File: src/rtl/forward_ctrl_pkg.sv
// Shared constants and stage metadata for the EX-stage forwarding controller.
// The metadata rd field width must equal the controller's REG_AW.
package fwd_pkg;

    localparam int META_AW = 5;

    localparam logic [1:0] FWD_NONE = 2'b00;
    localparam logic [1:0] FWD_WB   = 2'b01;
    localparam logic [1:0] FWD_MEM  = 2'b10;

    typedef struct packed {
        logic               valid;
        logic [META_AW-1:0] rd;
        logic               regwrite;
        logic               memread;
    } stage_meta_t;

    // x0 is hard-wired to zero, so an entry targeting it never produces a value.
    function automatic logic writes_reg(input stage_meta_t m, input logic [META_AW-1:0] r);
        return m.valid && m.regwrite && (m.rd != '0) && (m.rd == r);
    endfunction

endpackage

File: src/rtl/forward_ctrl_if.sv
// ID-stage decode fields in, forwarding selects and stall request out.
interface forward_ctrl_if #(
    parameter int REG_AW = 5,
    parameter int CNT_W  = 16
);
    logic [REG_AW-1:0] ID_RS1_i;
    logic [REG_AW-1:0] ID_RS2_i;
    logic              ID_RS1_Use_i;
    logic              ID_RS2_Use_i;
    logic [REG_AW-1:0] ID_RD_i;
    logic              ID_RegWrite_i;
    logic              ID_MemRead_i;
    logic              ID_Valid_i;
    logic              Flush_i;
    logic [1:0]        ForwardA_o;
    logic [1:0]        ForwardB_o;
    logic              Stall_o;
    logic [CNT_W-1:0]  StallCnt_o;

    modport master (
        output ID_RS1_i, ID_RS2_i, ID_RS1_Use_i, ID_RS2_Use_i, ID_RD_i,
               ID_RegWrite_i, ID_MemRead_i, ID_Valid_i, Flush_i,
        input  ForwardA_o, ForwardB_o, Stall_o, StallCnt_o
    );

    modport slave (
        input  ID_RS1_i, ID_RS2_i, ID_RS1_Use_i, ID_RS2_Use_i, ID_RD_i,
               ID_RegWrite_i, ID_MemRead_i, ID_Valid_i, Flush_i,
        output ForwardA_o, ForwardB_o, Stall_o, StallCnt_o
    );
endinterface

File: src/rtl/forward_ctrl_select.sv
// Priority compare of one EX source register against the MEM and WB stage writers.
module fwd_select
    import fwd_pkg::*;
#(
    parameter int REG_AW = META_AW
) (
    input  logic [REG_AW-1:0] src_i,
    input  stage_meta_t       exmem_i,
    input  stage_meta_t       memwb_i,
    output logic [1:0]        sel_o
);

    // MEM holds the younger instruction, so it shadows an older WB write.
    always_comb begin
        sel_o = FWD_NONE;
        if (writes_reg(exmem_i, src_i)) begin
            sel_o = FWD_MEM;
        end else if (writes_reg(memwb_i, src_i)) begin
            sel_o = FWD_WB;
        end
    end

endmodule

File: src/rtl/forward_ctrl.sv
// Forwarding/hazard controller: shadows rd metadata through ID/EX, EX/MEM, MEM/WB
// and drives the EX operand selects plus the load-use stall.
module forward_ctrl
    import fwd_pkg::*;
#(
    parameter int REG_AW = META_AW,
    parameter int CNT_W  = 16
) (
    input  logic          clk_i,
    input  logic          rst_i,
    forward_ctrl_if.slave bus
);

    stage_meta_t       idex_q, idex_d;
    stage_meta_t       exmem_q, exmem_d;
    stage_meta_t       memwb_q, memwb_d;
    logic [REG_AW-1:0] idex_rs1_q, idex_rs1_d;
    logic [REG_AW-1:0] idex_rs2_q, idex_rs2_d;
    logic [CNT_W-1:0]  cnt_q, cnt_d;

    logic              stall;
    logic              hit_rs1;
    logic              hit_rs2;
    logic              mem_fwd_of_load;
    logic [REG_AW-1:0] src   [2];
    logic [1:0]        fwd_sel [2];

    assign src[0] = idex_rs1_q;
    assign src[1] = idex_rs2_q;

    generate
        for (genvar gi = 0; gi < 2; gi++) begin : g_sel
            fwd_select #(.REG_AW(REG_AW)) u_sel (
                .src_i   (src[gi]),
                .exmem_i (exmem_q),
                .memwb_i (memwb_q),
                .sel_o   (fwd_sel[gi])
            );
        end
    endgenerate

    always_comb begin
        hit_rs1 = bus.ID_RS1_Use_i && (idex_q.rd == bus.ID_RS1_i);
        hit_rs2 = bus.ID_RS2_Use_i && (idex_q.rd == bus.ID_RS2_i);
        // A flushed ID instruction never needs the load, so flush suppresses the stall.
        stall   = idex_q.valid && idex_q.memread && (idex_q.rd != '0) &&
                  (hit_rs1 || hit_rs2) && bus.ID_Valid_i && !bus.Flush_i;

        exmem_d = idex_q;
        memwb_d = exmem_q;

        idex_d     = '0;
        idex_rs1_d = '0;
        idex_rs2_d = '0;
        if (!(stall || bus.Flush_i)) begin
            idex_d.valid    = bus.ID_Valid_i;
            idex_d.rd       = bus.ID_RD_i;
            idex_d.regwrite = bus.ID_RegWrite_i;
            idex_d.memread  = bus.ID_MemRead_i;
            idex_rs1_d      = bus.ID_RS1_i;
            idex_rs2_d      = bus.ID_RS2_i;
        end

        cnt_d = cnt_q;
        if (stall && (cnt_q != '1)) begin
            cnt_d = cnt_q + 1'b1;
        end

        mem_fwd_of_load = exmem_q.memread &&
                          ((fwd_sel[0] == FWD_MEM) || (fwd_sel[1] == FWD_MEM));
    end

    always_ff @(posedge clk_i) begin
        if (rst_i) begin
            idex_q     <= '0;
            exmem_q    <= '0;
            memwb_q    <= '0;
            idex_rs1_q <= '0;
            idex_rs2_q <= '0;
            cnt_q      <= '0;
        end else begin
            idex_q     <= idex_d;
            exmem_q    <= exmem_d;
            memwb_q    <= memwb_d;
            idex_rs1_q <= idex_rs1_d;
            idex_rs2_q <= idex_rs2_d;
            cnt_q      <= cnt_d;
        end
    end

    assign bus.ForwardA_o = fwd_sel[0];
    assign bus.ForwardB_o = fwd_sel[1];
    assign bus.Stall_o    = stall;
    assign bus.StallCnt_o = cnt_q;

    // Load data is not available in MEM; the stall must have prevented this.
    a_no_mem_fwd_of_load: assert property (@(posedge clk_i) disable iff (rst_i) !mem_fwd_of_load);

endmodule

File: src/flat_wrapper.sv
// flat-port wrapper written by rule: the top's interface ports become plain ports
module forward_ctrl_flat import fwd_pkg::*;
#(
    parameter int REG_AW = META_AW,
    parameter int CNT_W  = 16
)
  (clk_i, rst_i, bus_ID_RS1_i, bus_ID_RS2_i, bus_ID_RS1_Use_i, bus_ID_RS2_Use_i, bus_ID_RD_i, bus_ID_RegWrite_i, bus_ID_MemRead_i, bus_ID_Valid_i, bus_Flush_i, bus_ForwardA_o, bus_ForwardB_o, bus_Stall_o, bus_StallCnt_o);
  forward_ctrl_if #(.REG_AW(REG_AW), .CNT_W(CNT_W)) bus_i ();
  input  logic clk_i;
  input  logic rst_i;
  input wire logic [$bits(bus_i.ID_RS1_i)-1:0] bus_ID_RS1_i;
  input wire logic [$bits(bus_i.ID_RS2_i)-1:0] bus_ID_RS2_i;
  input wire logic [$bits(bus_i.ID_RS1_Use_i)-1:0] bus_ID_RS1_Use_i;
  input wire logic [$bits(bus_i.ID_RS2_Use_i)-1:0] bus_ID_RS2_Use_i;
  input wire logic [$bits(bus_i.ID_RD_i)-1:0] bus_ID_RD_i;
  input wire logic [$bits(bus_i.ID_RegWrite_i)-1:0] bus_ID_RegWrite_i;
  input wire logic [$bits(bus_i.ID_MemRead_i)-1:0] bus_ID_MemRead_i;
  input wire logic [$bits(bus_i.ID_Valid_i)-1:0] bus_ID_Valid_i;
  input wire logic [$bits(bus_i.Flush_i)-1:0] bus_Flush_i;
  output wire logic [$bits(bus_i.ForwardA_o)-1:0] bus_ForwardA_o;
  output wire logic [$bits(bus_i.ForwardB_o)-1:0] bus_ForwardB_o;
  output wire logic [$bits(bus_i.Stall_o)-1:0] bus_Stall_o;
  output wire logic [$bits(bus_i.StallCnt_o)-1:0] bus_StallCnt_o;
  assign bus_i.ID_RS1_i = bus_ID_RS1_i;
  assign bus_i.ID_RS2_i = bus_ID_RS2_i;
  assign bus_i.ID_RS1_Use_i = bus_ID_RS1_Use_i;
  assign bus_i.ID_RS2_Use_i = bus_ID_RS2_Use_i;
  assign bus_i.ID_RD_i = bus_ID_RD_i;
  assign bus_i.ID_RegWrite_i = bus_ID_RegWrite_i;
  assign bus_i.ID_MemRead_i = bus_ID_MemRead_i;
  assign bus_i.ID_Valid_i = bus_ID_Valid_i;
  assign bus_i.Flush_i = bus_Flush_i;
  assign bus_ForwardA_o = bus_i.ForwardA_o;
  assign bus_ForwardB_o = bus_i.ForwardB_o;
  assign bus_Stall_o = bus_i.Stall_o;
  assign bus_StallCnt_o = bus_i.StallCnt_o;
  forward_ctrl #(.REG_AW(REG_AW), .CNT_W(CNT_W)) u_core (.clk_i(clk_i), .rst_i(rst_i), .bus(bus_i));
endmodule
File: config.mk
export PLATFORM = sky130hd
export DESIGN_NAME = forward_ctrl_flat
export DESIGN_NICKNAME = d
export VERILOG_FILES = /design/src/rtl/forward_ctrl_pkg.sv /design/src/rtl/forward_ctrl_if.sv /design/src/rtl/forward_ctrl_select.sv /design/src/rtl/forward_ctrl.sv /design/src/flat_wrapper.sv
export SDC_FILE = /design/constraint.sdc
export NUM_CORES = 1
export LEC_CHECK = 0
export ABC_AREA = 1
export CAP_MARGIN = 10
export CORE_MARGIN = 1
export CORE_UTILIZATION = 56
export DETAILED_ROUTE_END_ITERATION = 10
export GPL_ROUTABILITY_DRIVEN = 1
export PLACE_DENSITY = 0.85
export SLEW_MARGIN = 20
export SYNTH_ARGS = -nofsm -noshare
export SYNTH_HDL_FRONTEND = slang
export SYNTH_SLANG_ARGS = --single-unit
File: constraint.sdc
create_clock -name clk_i -period 4.4 [get_ports clk_i]
set_input_delay 0.88 -clock clk_i [delete_from_list [all_inputs] [get_ports clk_i]]
set_output_delay 0.88 -clock clk_i [all_outputs]
set_load 0.005 [all_outputs]
==> flow_summary.ini <==
[global_routing]
antenna_found_initial = 0
gr-total-overflow = 0
grt_pass1_wl_um = 7850
grt_max_degree = 19
grt_usage = 0.236
grt_pass1_vias = 1874

[route]
detail_route.wl_per_cell_um = 11.1
vias = 2094
dr.first_iter.drc_count = 67
antenna_left = 0
routed_wl_um = 4820
drt-vias-per-instance = 4.84
drc = 0
drt_first_pass_iters = 4

[cts]
holdBufCountCts = 0
cts_buffers = 5
tritoncts = yes
cts_setup_buffers = 0
ctsResizeCount = 0
cts_root_buf = clkbuf_8
path_clk_slew_ns = 0.09
cts_sinks = 48
insertion_delay_ns = 0.29
h-tree-depth = 2
clock_path_buffers = 2

[setup_path]
critical-path-top-delay-family = buffers and inverters
slowest_stage = clkdlybuf4s50_1
crit_buf_inv = 4
cp-start-kind = input port
worstPathArrival_ns = 2.66
crit_path_max_fanout = 10
cpPeakStageDelay_ns = 0.49
end_kind = output port
crit_required_ns = 3.52
cp.depth = 10
ff2ff_path_depth = 10
crit_chain = clkdlybuf4s50_1, inv_1, nand2_1, nand2_1, nor2_1, nand3_1, nand2_4, nand3_4, inv_1, clkdlybuf4s50_1
crit_type = in2out

[layout]
final_cell_mix = 76 x nor2_1, 76 x nand2_1, 48 x dfxtp_1, 47 x inv_1, 43 x clkdlybuf4s50_1
antenna_cells = 0
fillers = 334
syn_to_final_growth_pct = 25.1
regArea_um2 = 961
multiInputGateArea_um2 = 1160
layout.nets = 406
utilization = 0.729
drive_above_1_share = 0.0836

[run]
maxCapViolations = 0

[synth]
syn-num-nets = 359
yosysWarnings = 0
synth_ff_type = dfxtp_1
ys_types = 27
syn_inst = 335
avgSynthCellArea_um2 = 6.95
synth-async-reset-ratio = 0
synthesis.area_um2 = 2330
synth_edf_count = 0
synth-seq-cells = 48
ys_seq_area_frac = 0.412

[power_and_ir_drop]
p_per_area_nw_per_um2 = 286
ir_worst_vdd_mv = 0.214
p_leak_nw = 1.30

[sta]
worstMarginPinSlew_ns = 0.577
hold_violations = 0
holdWs_ns = 0.412
fmax_mhz = 282
rsz0062_at_grt = no
fin_crit_ns = 3.54
fin_ws_ns = 0.859
final.setup.tns_ns = 0
setup_viol = 0
fin_skew_ns = 0.00956
finalCritPeriodShare = 0.805
max_slew_margin = 0.615
slew_viol_final = 0

[floorplan]
fp.dieH_um = 66.5
start_util = 0.582
die_w_um = 66.5
rows = 23
core_area_um2 = 4000
io-pin-count = 44
fp.dieArea_um2 = 4420

[placed_design]
place.gp.congestion = 0.867
portBuffers = 43
hpwl_um = 3800
place_worst_setup_slack_ns = 0.891

[hold_path]
whs_path_depth = 2
hold_path_class = reg2reg

[outcome]
status = complete, no violations
[power by group]
group	internal (W)	switching (W)
Sequential	0.000443	0.00000818
Clock	0.000168	0.000140
Combinational	0.0000364	0.0000362
Total	0.000648	0.000185
[path summary, 6_finish.rpt]
kind / from / to / slack [ns]
worst max-delay path: bus_ID_RS2_i[3] / bus_Stall_o / 0.86
worst min-delay path: u_core.exmem_d[1]$_SDFF_PP0_ / u_core.exmem_q[1]$_SDFF_PP0_ / 0.41
worst max register to register: u_core.bus.StallCnt_o[0]$_SDFFE_PP0P_ / u_core.bus.StallCnt_o[14]$_SDFFE_PP0P_ / 2.71
worst min register to register: u_core.exmem_d[1]$_SDFF_PP0_ / u_core.exmem_q[1]$_SDFF_PP0_ / 0.41
[layout make-up]
cell class | instances | area share
Multi-Input combinational cell | 233 | 0.397
Clock inverter | 3 | 0.0146
Clock buffer | 5 | 0.0236
Sequential cell | 48 | 0.330
Tap cell | 50 | 0.0215
Inverter | 51 | 0.0657
Timing Repair Buffer | 43 | 0.148
[worst min-delay path, cell delays in order, from the launching register on]
cell and delay (ns):
dfxtp_1 0.30, inv_1 0.04, nor2_1 0.03
[flip-flops by register name, summed over array words and instances, names as in the netlist]
name / count
u_core.exmem_d: 8
u_core.idex_rs2_q: 5
u_core.exmem_q: 7
u_core.memwb_q: 7
u_core.idex_rs1_q: 5
u_core.bus.StallCnt_o: 16
[stage by stage]
stage | instance area [um^2] | std cells | power (W)
final | 2920 | 433 | 0.000833
after global routing | 2920 | 433 | 0.000867
after CTS | 2920 | 433 | 0.000842
after detailed placement | 2800 | 425 | 0.000535
after global placement | 2800 | 425 | 0.000532
after floorplan | 2330 | 335 | 0.000504
[kinds of logic (layout without fill, tap and decap cells)]
| group | Yosys count | after routing | share of synthesized area |
|---|---|---|---|
| AOI/OAI and AO/OA | 6 | 6 | 0.0145 |
| xor gates and xnor gates | 20 | 20 | 0.0752 |
| adders and majority gates | 1 | 1 | 0.00537 |
| buffers and inverters | 54 | 102 | 0.0902 |
| DFF | 48 | 48 | 0.412 |
| and+or+nand+nor | 206 | 206 | 0.402 |
[routing by layer]
| metal | global-route usage | up-vias | routed length [um] |
|---|---|---|---|
| met5 | 0 | - | 0 |
| met4 | 0.0638 | 0 | 44 |
| met3 | 0.0479 | 5 | 157 |
| met2 | 0.458 | 40 | 2560 |
| met1 | 0.255 | 939 | 2050 |
| li1 | - | 1110 | - |
[Yosys cell counts, types with 2 or more instances]
cell | n | area [um^2]
o21ai_0 | 2 | 10.0
nor2_4 | 2 | 22.5
dfxtp_1 | 48 | 961
nand3_1 | 18 | 90.1
clkbuf_1 | 2 | 7.51
inv_1 | 47 | 176
xnor2_1 | 10 | 87.6
nor2_2 | 13 | 81.3
inv_2 | 3 | 11.3
nor2_1 | 76 | 285
nor3_1 | 6 | 30.0
nor4_1 | 2 | 12.5
xor2_1 | 10 | 87.6
nand4_1 | 7 | 43.8
nand3_4 | 2 | 35.0
nand2_1 | 76 | 285
Note: power is estimated with default switching activity, not from simulation.
